==> src/rtl/wave_analyzer_pkg.sv <==
// wave_analyzer shared types and helpers.
// Holds the FSM state encoding and the saturating threshold helpers.
package wave_analyzer_pkg;

  typedef enum logic [1:0] {
    ACQ_LOW  = 2'd0,
    ACQ_HIGH = 2'd1,
    RUN_LOW  = 2'd2,
    RUN_HIGH = 2'd3
  } wa_state_e;

  localparam logic [7:0] THRESH_INIT = 8'd128;

  function automatic logic [7:0] thr_hi(
    input logic [7:0] t,
    input logic [7:0] h
  );
    logic [8:0] s;
    s = {1'b0, t} + {1'b0, h};
    return s[8] ? 8'hFF : s[7:0];
  endfunction

  function automatic logic [7:0] thr_lo(
    input logic [7:0] t,
    input logic [7:0] h
  );
    return (t < h) ? 8'h00 : (t - h);
  endfunction

endpackage

==> src/rtl/wave_analyzer_if.sv <==
// wave_analyzer sample/measurement bundle.
// master drives samples, slave is the analyzer.
interface wave_analyzer_if #(
  parameter int PW = 16
);
  logic          ENB;
  logic [7:0]    SAMPLE;
  logic [PW-1:0] PERIOD;
  logic [7:0]    PEAK_MAX;
  logic [7:0]    PEAK_MIN;
  logic [7:0]    AMPLITUDE;
  logic          MEAS_STB;
  logic          VALID;
  logic          TIMEOUT;

  modport master (
    output ENB, SAMPLE,
    input  PERIOD, PEAK_MAX, PEAK_MIN,
    input  AMPLITUDE, MEAS_STB, VALID, TIMEOUT
  );

  modport slave (
    input  ENB, SAMPLE,
    output PERIOD, PEAK_MAX, PEAK_MIN,
    output AMPLITUDE, MEAS_STB, VALID, TIMEOUT
  );
endinterface

==> src/rtl/wave_crossing_detector.sv <==
// Hysteresis comparator around the current threshold.
// o_arm: sample below LO, o_cross: sample at or above HI.
module wave_crossing_detector #(
  parameter logic [7:0] HYST = 8'd8
) (
  input  logic [7:0] i_thresh,
  input  logic [7:0] i_sample,
  output logic       o_arm,
  output logic       o_cross
);
  import wave_analyzer_pkg::*;

  logic [7:0] w_hi;
  logic [7:0] w_lo;

  assign w_hi    = thr_hi(i_thresh, HYST);
  assign w_lo    = thr_lo(i_thresh, HYST);
  assign o_arm   = (i_sample < w_lo);
  assign o_cross = (i_sample >= w_hi);

endmodule

==> src/rtl/wave_analyzer.sv <==
// Waveform period / peak analyzer with adaptive threshold.
// Measures one full cycle between consecutive rising crossings.
module wave_analyzer #(
  parameter int         PW          = 16,
  parameter logic [7:0] HYST        = 8'd8,
  parameter logic [7:0] THRESH_INIT =
    wave_analyzer_pkg::THRESH_INIT
) (
  input  logic           CLK,
  input  logic           RST,
  wave_analyzer_if.slave bus
);
  import wave_analyzer_pkg::*;

  localparam logic [PW-1:0] CNT_MAX = '1;
  localparam logic [PW-1:0] CNT_ONE =
    {{(PW-1){1'b0}}, 1'b1};

  wa_state_e     r_state;
  logic [PW-1:0] r_cnt;
  logic [PW-1:0] r_period;
  logic [7:0]    r_run_max;
  logic [7:0]    r_run_min;
  logic [7:0]    r_max;
  logic [7:0]    r_min;
  logic [7:0]    r_amp;
  logic [7:0]    r_thresh;
  logic          r_stb;
  logic          r_valid;
  logic          r_timeout;

  logic          w_arm;
  logic          w_cross;
  logic          w_to;
  logic [8:0]    w_sum;
  logic [7:0]    w_nmax;
  logic [7:0]    w_nmin;
  logic [7:0]    w_s;

  assign w_s = bus.SAMPLE;

  wave_crossing_detector #(
    .HYST (HYST)
  ) u_det (
    .i_thresh (r_thresh),
    .i_sample (w_s),
    .o_arm    (w_arm),
    .o_cross  (w_cross)
  );

  assign w_sum  = {1'b0, r_run_max}
                + {1'b0, r_run_min} + 9'd1;
  assign w_nmax = (w_s > r_run_max) ? w_s : r_run_max;
  assign w_nmin = (w_s < r_run_min) ? w_s : r_run_min;

  // In RUN_LOW nothing is armed, so no sample there is a crossing.
  assign w_to = (r_cnt == CNT_MAX) &&
    ((r_state == RUN_LOW) ||
     ((r_state == RUN_HIGH) && !w_cross));

  always_ff @(posedge CLK or negedge RST) begin
    if (!RST) begin
      r_state   <= ACQ_LOW;
      r_cnt     <= '0;
      r_period  <= '0;
      r_run_max <= 8'd0;
      r_run_min <= 8'd0;
      r_max     <= 8'd0;
      r_min     <= 8'd0;
      r_amp     <= 8'd0;
      r_thresh  <= THRESH_INIT;
      r_stb     <= 1'b0;
      r_valid   <= 1'b0;
      r_timeout <= 1'b0;
    end else begin
      r_stb <= 1'b0;
      if (bus.ENB) begin
        if (w_to) begin
          r_state   <= ACQ_LOW;
          r_cnt     <= '0;
          r_valid   <= 1'b0;
          r_timeout <= 1'b1;
          r_thresh  <= THRESH_INIT;
        end else begin
          unique case (r_state)
            ACQ_LOW: begin
              if (w_arm) r_state <= ACQ_HIGH;
            end
            ACQ_HIGH: begin
              if (w_cross) begin
                r_state   <= RUN_LOW;
                r_cnt     <= CNT_ONE;
                r_run_max <= w_s;
                r_run_min <= w_s;
              end
            end
            RUN_LOW: begin
              r_cnt     <= r_cnt + CNT_ONE;
              r_run_max <= w_nmax;
              r_run_min <= w_nmin;
              if (w_arm) r_state <= RUN_HIGH;
            end
            RUN_HIGH: begin
              if (w_cross) begin
                r_state   <= RUN_LOW;
                r_period  <= r_cnt;
                r_max     <= r_run_max;
                r_min     <= r_run_min;
                r_amp     <= r_run_max - r_run_min;
                r_stb     <= 1'b1;
                r_valid   <= 1'b1;
                r_timeout <= 1'b0;
                r_thresh  <= w_sum[8:1];
                r_cnt     <= CNT_ONE;
                r_run_max <= w_s;
                r_run_min <= w_s;
              end else begin
                r_cnt     <= r_cnt + CNT_ONE;
                r_run_max <= w_nmax;
                r_run_min <= w_nmin;
              end
            end
            default: r_state <= ACQ_LOW;
          endcase
        end
      end
    end
  end

  assign bus.PERIOD    = r_period;
  assign bus.PEAK_MAX  = r_max;
  assign bus.PEAK_MIN  = r_min;
  assign bus.AMPLITUDE = r_amp;
  assign bus.MEAS_STB  = r_stb;
  assign bus.VALID     = r_valid;
  assign bus.TIMEOUT   = r_timeout;

endmodule

==> src/flat_wrapper.sv <==
// flat-port wrapper written by rule: the top's interface ports become plain ports
module wave_analyzer_flat import wave_analyzer_pkg::*;
#(
  parameter int         PW          = 16,
  parameter logic [7:0] HYST        = 8'd8,
  parameter logic [7:0] THRESH_INIT =
    wave_analyzer_pkg::THRESH_INIT
)
  (CLK, RST, bus_ENB, bus_SAMPLE, bus_PERIOD, bus_PEAK_MAX, bus_PEAK_MIN, bus_AMPLITUDE, bus_MEAS_STB, bus_VALID, bus_TIMEOUT);
  wave_analyzer_if #(.PW(PW)) bus_i ();
  input  logic CLK;
  input  logic RST;
  input wire logic [$bits(bus_i.ENB)-1:0] bus_ENB;
  input wire logic [$bits(bus_i.SAMPLE)-1:0] bus_SAMPLE;
  output wire logic [$bits(bus_i.PERIOD)-1:0] bus_PERIOD;
  output wire logic [$bits(bus_i.PEAK_MAX)-1:0] bus_PEAK_MAX;
  output wire logic [$bits(bus_i.PEAK_MIN)-1:0] bus_PEAK_MIN;
  output wire logic [$bits(bus_i.AMPLITUDE)-1:0] bus_AMPLITUDE;
  output wire logic [$bits(bus_i.MEAS_STB)-1:0] bus_MEAS_STB;
  output wire logic [$bits(bus_i.VALID)-1:0] bus_VALID;
  output wire logic [$bits(bus_i.TIMEOUT)-1:0] bus_TIMEOUT;
  assign bus_i.ENB = bus_ENB;
  assign bus_i.SAMPLE = bus_SAMPLE;
  assign bus_PERIOD = bus_i.PERIOD;
  assign bus_PEAK_MAX = bus_i.PEAK_MAX;
  assign bus_PEAK_MIN = bus_i.PEAK_MIN;
  assign bus_AMPLITUDE = bus_i.AMPLITUDE;
  assign bus_MEAS_STB = bus_i.MEAS_STB;
  assign bus_VALID = bus_i.VALID;
  assign bus_TIMEOUT = bus_i.TIMEOUT;
  wave_analyzer #(.PW(PW), .HYST(HYST), .THRESH_INIT(THRESH_INIT)) u_core (.CLK(CLK), .RST(RST), .bus(bus_i));
endmodule
==> config.mk <==
export PLATFORM = sky130hd
export DESIGN_NAME = wave_analyzer_flat
export DESIGN_NICKNAME = d
export VERILOG_FILES = /design/src/rtl/wave_analyzer_pkg.sv /design/src/rtl/wave_analyzer_if.sv /design/src/rtl/wave_crossing_detector.sv /design/src/rtl/wave_analyzer.sv /design/src/flat_wrapper.sv
export SDC_FILE = /design/constraint.sdc
export NUM_CORES = 1
export LEC_CHECK = 0
export CAP_MARGIN = 20
export CELL_PAD_IN_SITES_DETAIL_PLACEMENT = 1
export CELL_PAD_IN_SITES_GLOBAL_PLACEMENT = 2
export CORE_MARGIN = 2
export CORE_UTILIZATION = 38
export DETAILED_ROUTE_END_ITERATION = 8
export PLACE_DENSITY_LB_ADDON = 0.1
export SYNTH_ARGS = -nofsm -noshare
export SYNTH_HDL_FRONTEND = slang
export SYNTH_HIERARCHICAL = 1
export SYNTH_SLANG_ARGS = --single-unit
==> constraint.sdc <==
create_clock -name CLK -period 5.58 [get_ports CLK]
set_input_delay 1.116 -clock CLK [delete_from_list [all_inputs] [get_ports CLK]]
set_output_delay 1.116 -clock CLK [all_outputs]
set_load 0.005 [all_outputs]
Word-level counts from Yosys, hierarchy flattened

Cells that the tools add are included.

RAM bits: 0
Memories: 0
ROM bits: 0
Register bits after elaboration: 85
Latch bits: 0
Output and inout port bits: 43
Logic and storage cells: 79

Muxes and demuxes: 31
Equality and inequality tests: 9
Shift operators: 0
Divide/modulo/power cells: 0
Add/sub/neg operators: 6
Multipliers: 0
Order comparisons: 5
Reductions and logical operators: 15
Bitwise gates (word level): 1

Operators with widths:

| operator                                                   | number |
|---|---|
| two-way mux 8 bit                                          | 10 |
| two-way mux 16 bit                                         | 3 |
| case mux 16 bit (3 select lines)                           | 1 |
| case mux 8 bit (3 select lines)                            | 2 |
| adder 16 x 1 -> 16 bit, second input constant              | 1 |
| == test 16 bit, second input constant                      | 1 |
| less-than comparator 8 bit                                 | 2 |
| AND reduction 4 bit                                        | 3 |
| two-way mux 1 bit                                          | 10 |
| adder 8 x 4 -> 9 bit, second input constant                | 1 |
| adder 8 x 8 -> 9 bit                                       | 1 |
| adder 9 x 1 -> 9 bit, second input constant                | 1 |
| greater-or-equal comparator 8 bit                          | 1 |
| > comparator 8 bit                                         | 1 |
| less-than comparator 8 x 4 -> 1 bit, second input constant | 1 |
| two-way mux 2 bit                                          | 4 |
| subtractor 8 x 4 -> 8 bit, second input constant           | 1 |
| subtractor 8 bit                                           | 1 |
| != test 3 x 1 -> 1 bit, second input constant              | 2 |
| != test 3 x 2 -> 1 bit, second input constant              | 2 |
| case mux 2 bit (3 select lines)                            | 1 |
| AND reduction 3 bit                                        | 2 |
| == test 2 bit, second input constant                       | 2 |
| nonzero test 2 bit                                         | 2 |
| other kinds (10)                                           | 11 |

Depth between registers and ports, before layout

Gate-level depths: netlist (run 1).

Word-level depth: 9
Gate-level depth with buffers: 17
Gate-level depth less buffers: 13

Hierarchy

Netlist (run 1), hierarchy kept.

Modules (own cells, without submodules):

| module                 | cells each | area an instance (um^2) | instances | sequential area each (um^2) |
|---|---|---|---|---|
| wave_analyzer          | 464        | 4426.7                  | 1         | 2128.3 |
| wave_crossing_detector | 74         | 545.5                   | 1         | 0.0 |

Worst setup path after synthesis (run 1)

OpenSTA, ideal clock, no wires.

Path type: in2reg
From: input port bus_SAMPLE[2]
To: register u_core.r_run_min[1]
Arrival time: 3.358 ns
Cell stages on the path: 11
Data required time: 5.455 ns
Slack: 2.098 ns
Buffers on the path: 1
Path through: ha_1 a21oi_1 o21ai_0 a41oi_1 o21ai_0 and2_1 clkbuf_2 o21ai_0 nor4_2 a22oi_4 mux2_2

Cells in the longest elaborated chain, start to end: 7
Elaborated cells on any way between the ends: 12
Those cells by class: order compare: 2; eq/ne: 1; mux: 3; bitwise: 1; reduce/logical: 5

Ends and longest elaborated chain:

| element                             | RTL line                     | text |
|---|---|---|
| start, declared                     | flat_wrapper.sv:14           | `input wire logic [$bits(bus_i.SAMPLE)-1:0] bus_SAMPLE;` |
| greater-or-equal comparator 8 bit * | wave_crossing_detector.sv:19 | `assign o_cross = (i_sample >= w_hi);` |
| named net u_core.w_cross            | wave_analyzer.sv:33          | `logic w_cross;` |
| logical NOT 1 bit                   | wave_analyzer.sv:59          | `((r_state == RUN_HIGH) && !w_cross));` |
| logical AND 1 bit                   | wave_analyzer.sv:59          |  |
| logical OR 1 bit                    | wave_analyzer.sv:58          | `((r_state == RUN_LOW) \|\|` |
| logical AND 1 bit                   | wave_analyzer.sv:57          | `assign w_to = (r_cnt == CNT_MAX) &&` |
| inverter 1 bit (no line)            | -                            |  |
| AND reduction 4 bit (no line)       | -                            |  |
| end signal, assigned                | wave_analyzer.sv:94          | `r_run_min <= w_s;` |
| end signal, assigned                | wave_analyzer.sv:100         | `r_run_min <= w_nmin;` |
| end signal, assigned                | wave_analyzer.sv:116         | `r_run_min <= w_s;` |
| end, declared                       | wave_analyzer.sv:23          | `logic [7:0] r_run_min;` |

The timed path passes the listed nets; every way through them passes the cells marked *.
A chain may end at the register's enable or synchronous reset.

Worst setup path in the final report (run 1)

From: input port bus_SAMPLE[1]
To: register u_core.r_cnt[12]

Cells in the longest elaborated chain, start to end: 7
Elaborated cells on any way between the ends: 11
Those cells by class: order compare: 1; eq/ne: 1; mux: 3; reduce/logical: 6

Ends and longest elaborated chain:

| element                                                                       | RTL line                     | text |
|---|---|---|
| greater-or-equal comparator 8 bit *                                           | wave_crossing_detector.sv:19 |  |
| named net u_core.w_cross                                                      | wave_analyzer.sv:33          |  |
| logical NOT 1 bit                                                             | wave_analyzer.sv:59          |  |
| logical AND 1 bit                                                             | wave_analyzer.sv:59          |  |
| logical OR 1 bit                                                              | wave_analyzer.sv:58          |  |
| logical AND 1 bit                                                             | wave_analyzer.sv:57          |  |
| != test 3 x 1 -> 1 bit (no line) / nonzero test 4 bit (equally long branches) | -                            |  |
| AND reduction 3 bit (no line)                                                 | -                            |  |
| end signal, assigned                                                          | wave_analyzer.sv:98          | `r_cnt <= r_cnt + CNT_ONE;` |
| end signal, assigned                                                          | wave_analyzer.sv:118         | `r_cnt <= r_cnt + CNT_ONE;` |
| end, declared                                                                 | wave_analyzer.sv:20          | `logic [PW-1:0] r_cnt;` |

Marks and branches as above.

==> results of run 1 <==
[synth_stat cells (2+ instances only)]
cell type  count
xor2_1         3
and3_1         3
a41oi_1        2
buf_1          3
nand2b_1       5
a21o_1         2
a31oi_1        4
nor4_4         2
o31a_1         2
nor2_1        22
mux2_1         2
nor2b_1        6
a22o_1         2
o21ai_1        5
mux2_2        12
o211ai_1       3
xnor2_1        8
fa_1           2
a21oi_1       26
buf_2          2
o31ai_1        5
nand4_2        2
nor4_1         2
inv_1         29
or2_2          2
o21ai_0       58
nand2_1      111
o21bai_1       3
nor3_1         9
nand3_1       16
clkbuf_2       2
mux2i_1        7
nand4_1        6
clkbuf_1      14
dfrtp_1       84
ha_1          48
[area by class of cell]
cell class	instances	area [sq um]
clock buffers	14	274
repair buffers	58	578
flip-flops and latches	85	2130
multi-input cells	401	2640
well taps	172	215
fillers	1517	6770
clock inverters	1	5.00
inverters	30	113
[through the flow]
step | worst slack [ns] | total power, uW | std cells
finish | 1.31 | 3470 | 761
global route | 0.979 | 3800 | 761
CTS | 1.26 | 3520 | 760
detailed placement | 0.988 | 2940 | 745
global placement | 1.11 | 2870 | 745
floorplan | 2.10 | 2260 | 538
[routing by layer]
metal,GRT usage (%),up-vias
met5,0,-
met4,4.54,0
met3,4.73,12
met2,35.4,38
met1,24.1,1951
li1,-,1953
[power by group]
part	switching (uW)	total [uW]	internal, uW
Sequential	211	1040	830
Clock	229	564	335
Combinational	1030	1870	842
Total	1460	3470	2010
[worst reg2reg max path: stages (launching register included)]
cell and delay (ns):
dfrtp_1 0.56, nand3_1 0.18, nor2_1 0.39, nor2_1 0.09
ha_1 0.31, nand2_1 0.06, o21ai_0 0.29, a41oi_1 0.17
o21ai_0 0.31, and2_1 0.40, o21ai_1 0.10, buf_4 0.23
nor2_1 0.50, nand2_1 0.15, o31ai_1 0.28
[registers in the layout, summed over array words and instances, names as in the netlist]
signal	count
u_core/bus.AMPLITUDE	8
u_core/bus.MEAS_STB	1
u_core/r_state	2
u_core/r_cnt	16
u_core/bus.PEAK_MIN	8
u_core/r_thresh	8
u_core/bus.PEAK_MAX	8
u_core/r_run_min	8
u_core/r_run_max	8
u_core/bus.VALID	1
u_core/bus.PERIOD	16
u_core/bus.TIMEOUT	1
[worst max path at each step]
| stage | from | to | slack (ns) | cells after the start |
|---|---|---|---|---|
| after floorplan | bus_SAMPLE[2] | u_core/r_run_min[1] | 2.10 | 11 |
| after global placement | bus_SAMPLE[2] | u_core/r_run_min[6] | 1.11 | 12 |
| after detailed placement | bus_SAMPLE[1] | u_core/r_run_min[6] | 0.99 | 12 |
| after CTS | bus_SAMPLE[1] | u_core/r_cnt[12] | 1.26 | 12 |
| after global routing | bus_SAMPLE[2] | u_core/r_cnt[12] | 0.98 | 12 |
| final | bus_SAMPLE[1] | u_core/r_cnt[12] | 1.31 | 12 |
[kinds of logic (layout without fill, tap and decap cells)]
kind of cell               Yosys count  count (layout)  synth area share [%]
muxes                               21              21                  4.58
xor gates and xnor gates            11              11                  1.94
and+or+nand+nor                    195             195                  18.4
AOI/OAI and AO/OA                  124             124                  15.2
DFF                                 85              85                  42.8
adders and majority gates           50              50                  12.9
buffers and inverters               52             103                  4.18
==> impl_metrics.json, run 1 <==
{
  "outcome": "complete, no violations",
  "vias_per_cell": 5.20,
  "fin_crit_ns": 4.27,
  "clock_latency_ns": 0.34,
  "initial_core_util_pct": 39.1,
  "path_cells": "clkdlybuf4s50_1 > ha_1 > nand2_1 > o21ai_0 > a41oi_1 > o21ai_0 > and2_1 > o21ai_1 > buf_4 > nor2_1 > nand2_1 > o31ai_1",
  "drt-wirelength-per-cell_um": 17.3,
  "syn-instance-count": 538,
  "die_h_um": 118,
  "path_max_fanout": 23,
  "grt_pass1_vias": 4193,
  "synth_edf_count": 0,
  "worstReg2RegStart": "u_core/r_thresh[5]",
  "drtPass1Iterations": 4,
  "synthFlopType": "dfrtp_1",
  "routabilityCongestion": 0.831,
  "yosys.area.top_type_share_pct": 42.3,
  "dpl-instance-area_sq_mm": 0.00566,
  "drc": 0,
  "worst_pin_slew_ns": 0.655,
  "routed.top_layer": "met4",
  "nets": 646,
  "initialDrtViolationCount": 135,
  "final_common_cell": "nand2_1",
  "ys_ff_latch": 85,
  "final_cell_mix": "nand2_1, dfrtp_1, o21ai_0, clkdlybuf4s50_1, ha_1",
  "worst-r2r-cell-count": 14,
  "cts_inserted_buffers": 9,
  "clkSinkCount": 85,
  "ctsHtreeMaxLevel": 3,
  "slew_headroom_pct": 56.1,
  "portBuffers": 53,
  "ys_top_cells_by_area": "dfrtp_1, ha_1, nand2_1",
  "endpoint_kind": "flip-flop",
  "crit_buf_inv": 2,
  "slowest_delay_ns": 0.55,
  "regToRegEndpoint": "u_core/r_cnt[12]",
  "grt_max_degree": 86,
  "dpl.hpwl_mm": 9.93,
  "setup-violations-final": 0,
  "setup_tns_ns": 0,
  "die_w_um": 118,
  "yosysUniqueCellTypes": 60,
  "cp.required_ns": 5.81,
  "dr_wl_met2_mm": 6.93,
  "postLayoutCoreUtil_pct": 46.8,
  "rsz0062_at_grt": "no",
  "area_delta_synth_final_pct": 19.8,
  "wl_met1_mm": 5.73,
  "yosysSeqAreaShare_pct": 42.8,
  "clock_path_buffers": 2,
  "row_count": 41,
  "ant_nets": 0,
  "synth_top_area_cell": "dfrtp_1",
  "path_class": "in -> reg",
  "via_count": 3954,
  "fin_area_sq_mm": 0.00595,
  "min_path_type": "reg -> reg",
  "cp.arrival_ns": 4.50,
  "setup.worst_path.start_class": "primary input",
  "synthesis.area_sq_mm": 0.00497,
  "hp-start": "u_core/bus.PEAK_MIN[1]",
  "crit_slowest_cell": "clkdlybuf4s50_1",
  "wl_mm": 13.2,
  "min_path_cells": 2,
  "cts_hold_buf": 0,
  "cts_root_buf": "clkbuf_16",
  "slew_violations": 0,
  "die-area_sq_mm": 0.0140,
  "whs_endpoint": "u_core/bus.PEAK_MIN[1]",
  "post_cts_buffers": 0,
  "regToRegSetupSlack_ns": 1.47,
  "hold_ws_ns": 0.478,
  "cts.clk_slew.worst_paths_ns": 0.06,
  "cts_tree": "done",
  "grt_pass1_wl_mm": 22.0,
  "synth_warnings": 6,
  "path_delay_family": "compound AO/OA/AOI/OAI gates",
  "grt_util_all_layers_pct": 19.8,
  "ctsResizeCount": 0,
  "routed-wl-met3_um": 368,
  "avgSynthCellArea_sq_um": 9.24,
  "hold_viol_final": 0,
  "drive_above_1_share_pct": 7.81,
  "fmax_ghz": 0.234,
  "n_antenna_cell": 0,
  "syn_nets": 599,
  "p_leak_uw": 0.00278,
  "p_per_area_mw_per_mm2": 583,
  "finClkSkew_ns": 0.00625,
  "ir_worst_vdd_uv": 170,
  "antenna_found_initial": 0,
  "synthArstFlopShare_pct": 100,
  "io_pins": 54,
  "grt_overflow_total": 0,
  "post-route-period-util_pct": 76.5,
  "core_sq_mm": 0.0127,
  "maxCapViolations": 0
}
No activity file was read; power rests on OpenSTA's default activity.
==> run 2: changes to the inputs <==
--- a/config.mk
+++ b/config.mk
@@ -9,7 +9,7 @@
 export CELL_PAD_IN_SITES_DETAIL_PLACEMENT = 1
 export CELL_PAD_IN_SITES_GLOBAL_PLACEMENT = 2
 export CORE_MARGIN = 2
-export CORE_UTILIZATION = 38
+export CORE_UTILIZATION = 36
 export DETAILED_ROUTE_END_ITERATION = 8
 export PLACE_DENSITY_LB_ADDON = 0.1
 export SYNTH_ARGS = -nofsm -noshare
==> constraint.sdc (replaced) <==
create_clock -name CLK -period 4.1 [get_ports CLK]
set_input_delay 0.82 -clock CLK [delete_from_list [all_inputs] [get_ports CLK]]
set_output_delay 0.82 -clock CLK [all_outputs]
set_load 0.005 [all_outputs]
==> impl_metrics.json, run 2 (synthesis gave the netlist of run 1 again) <==
{
  "clock_power_share_pct": 16.2,
  "fmax_ghz": 0.278,
  "path_common_cell": "o21ai_0",
  "outcome": "complete, no violations",
  "worst-r2r-cell-count": 14,
  "cp.arrival_ns": 3.82,
  "clock_path_buffers": 2,
  "slew_headroom_pct": 43.5,
  "slowest_delay_ns": 0.48,
  "grt_pass1_wl_mm": 22.8,
  "vias_per_cell": 5.27,
  "io_pins": 54,
  "maxCapViolations": 0,
  "path_class": "reg -> reg",
  "hold_viol_final": 0,
  "clock_latency_ns": 0.34,
  "final_cell_mix": "nand2_1, dfrtp_1, o21ai_0, clkdlybuf4s50_1, ha_1",
  "post_cts_buffers": 0,
  "worst_pin_slew_ns": 0.847,
  "cts_inserted_buffers": 9,
  "die-area_sq_mm": 0.0148,
  "ctsResizeCount": 0,
  "regToRegSetupSlack_ns": 0.50,
  "crit_slowest_cell": "dfrtp_1",
  "endpoint_kind": "flip-flop",
  "cts.clk_slew.worst_paths_ns": 0.06,
  "dpl.hpwl_mm": 10.6,
  "internal-power_uw": 2740,
  "grt_overflow_total": 0,
  "drc": 0,
  "ant_nets": 0,
  "setup.worst_path.start_class": "flip-flop",
  "cts_hold_buf": 0,
  "antenna_found_initial": 0,
  "grt_max_degree": 64,
  "core_sq_mm": 0.0133,
  "min_path_type": "reg -> reg",
  "postLayoutCoreUtil_pct": 45.3,
  "power_switching_share_pct": 42.4,
  "drt-wirelength-per-cell_um": 17.9,
  "finClkSkew_ns": 0.00783,
  "routabilityCongestion": 0.809,
  "fin_crit_ns": 3.60,
  "area_delta_synth_final_pct": 21.7,
  "clkSinkCount": 85,
  "wl_mm": 13.9,
  "setup_tns_ns": 0,
  "grt_pass1_vias": 4412,
  "initial_core_util_pct": 37.3,
  "drive_above_1_share_pct": 10.1,
  "portBuffers": 53,
  "instances_no_fill": 780,
  "setup-violations-final": 0,
  "cp.required_ns": 4.32,
  "drtPass1Iterations": 4,
  "p_leak_uw": 0.00283,
  "cts_tree": "done",
  "grt_util_all_layers_pct": 20.1,
  "p_per_area_mw_per_mm2": 788,
  "share_comb_of_total_power_pct": 54.2,
  "dp_cells": 764,
  "path_max_fanout": 8,
  "rsz0062_at_grt": "no",
  "min_path_cells": 2,
  "path_cells": "nand3_1 > nor2_1 > buf_4 > or2_2 > ha_1 > nor2b_1 > o21ai_0 > a41oi_1 > o21ai_0 > and2_1 > o21ai_1 > nor4_2 > a22oi_4 > mux2_1",
  "seq_power_share_pct": 29.6,
  "netSwitchingPower_uw": 2020,
  "die_h_um": 122,
  "initialDrtViolationCount": 155,
  "nets": 660,
  "final_common_cell": "nand2_1",
  "n_antenna_cell": 0,
  "ir_worst_vdd_uv": 306,
  "slew_violations": 0,
  "cts_root_buf": "clkbuf_16",
  "ctsHtreeMaxLevel": 3,
  "die_w_um": 122,
  "post-route-period-util_pct": 87.8,
  "row_count": 42,
  "via_count": 4108
}
[run 2: per-layer routing]
metal  GRT usage (%)  wire, um
met1            24.3      6180
met2            36.0      7230
met3            3.67       282
met4            6.39       234
met5               0         0
[run 2: layout make-up]
class | instances | area (sq um)
clock inverter | 4 | 31.3
clock buffer | 12 | 246
multi-input combinational | 401 | 2640
fill | 1568 | 7300
tap | 176 | 220
sequential | 85 | 2130
timing repair buffer | 72 | 671
inverter | 30 | 113
[run 2: per-stage QoR]
step	hold WS (ns)	total power (uW)	setup WS [ns]	instance area, sq um
floorplan	0.445	3070	0.755	4970
global placement	0.460	3940	0.273	5770
detailed placement	0.467	4040	0.184	5770
CTS	0.488	4850	0.408	6050
global route	0.518	5210	0.190	6050
finish	0.480	4770	0.500	6050
[run 2: worst max-delay path: cells and delay by family (launching register included)]
| kind | cells | cell delay, ns |
|---|---|---|
| buffers and inverters | 1 | 0.16 |
| adder cells (fa/ha/maj) | 1 | 0.28 |
| flip-flops | 1 | 0.48 |
| multiplexers | 1 | 0.36 |
| AO/OA/AOI/OAI | 5 | 1.06 |
| AND/OR/NAND/NOR | 6 | 1.15 |
[run 2: power by group through the flow]
stage / sequential (uW) / clock, uW / combinational (uW)
floorplan: 1340 / 0 / 1730
global placement: 1410 / 0 / 2530
detailed placement: 1430 / 0 / 2610
CTS: 1410 / 801 / 2630
global route: 1460 / 835 / 2920
finish: 1410 / 772 / 2580
[run 2: worst paths after layout]
kind / from / end
hold reg to reg: u_core/bus.AMPLITUDE[1] / u_core/bus.AMPLITUDE[1]
setup reg to reg: u_core/r_thresh[4] / u_core/r_run_min[6]
min in group asynchronous: RST / u_core/r_thresh[6]
setup / recovery: u_core/r_thresh[4] / u_core/r_run_min[6]
max in group asynchronous: RST / u_core/r_thresh[2]
hold / removal: u_core/bus.AMPLITUDE[1] / u_core/bus.AMPLITUDE[1]
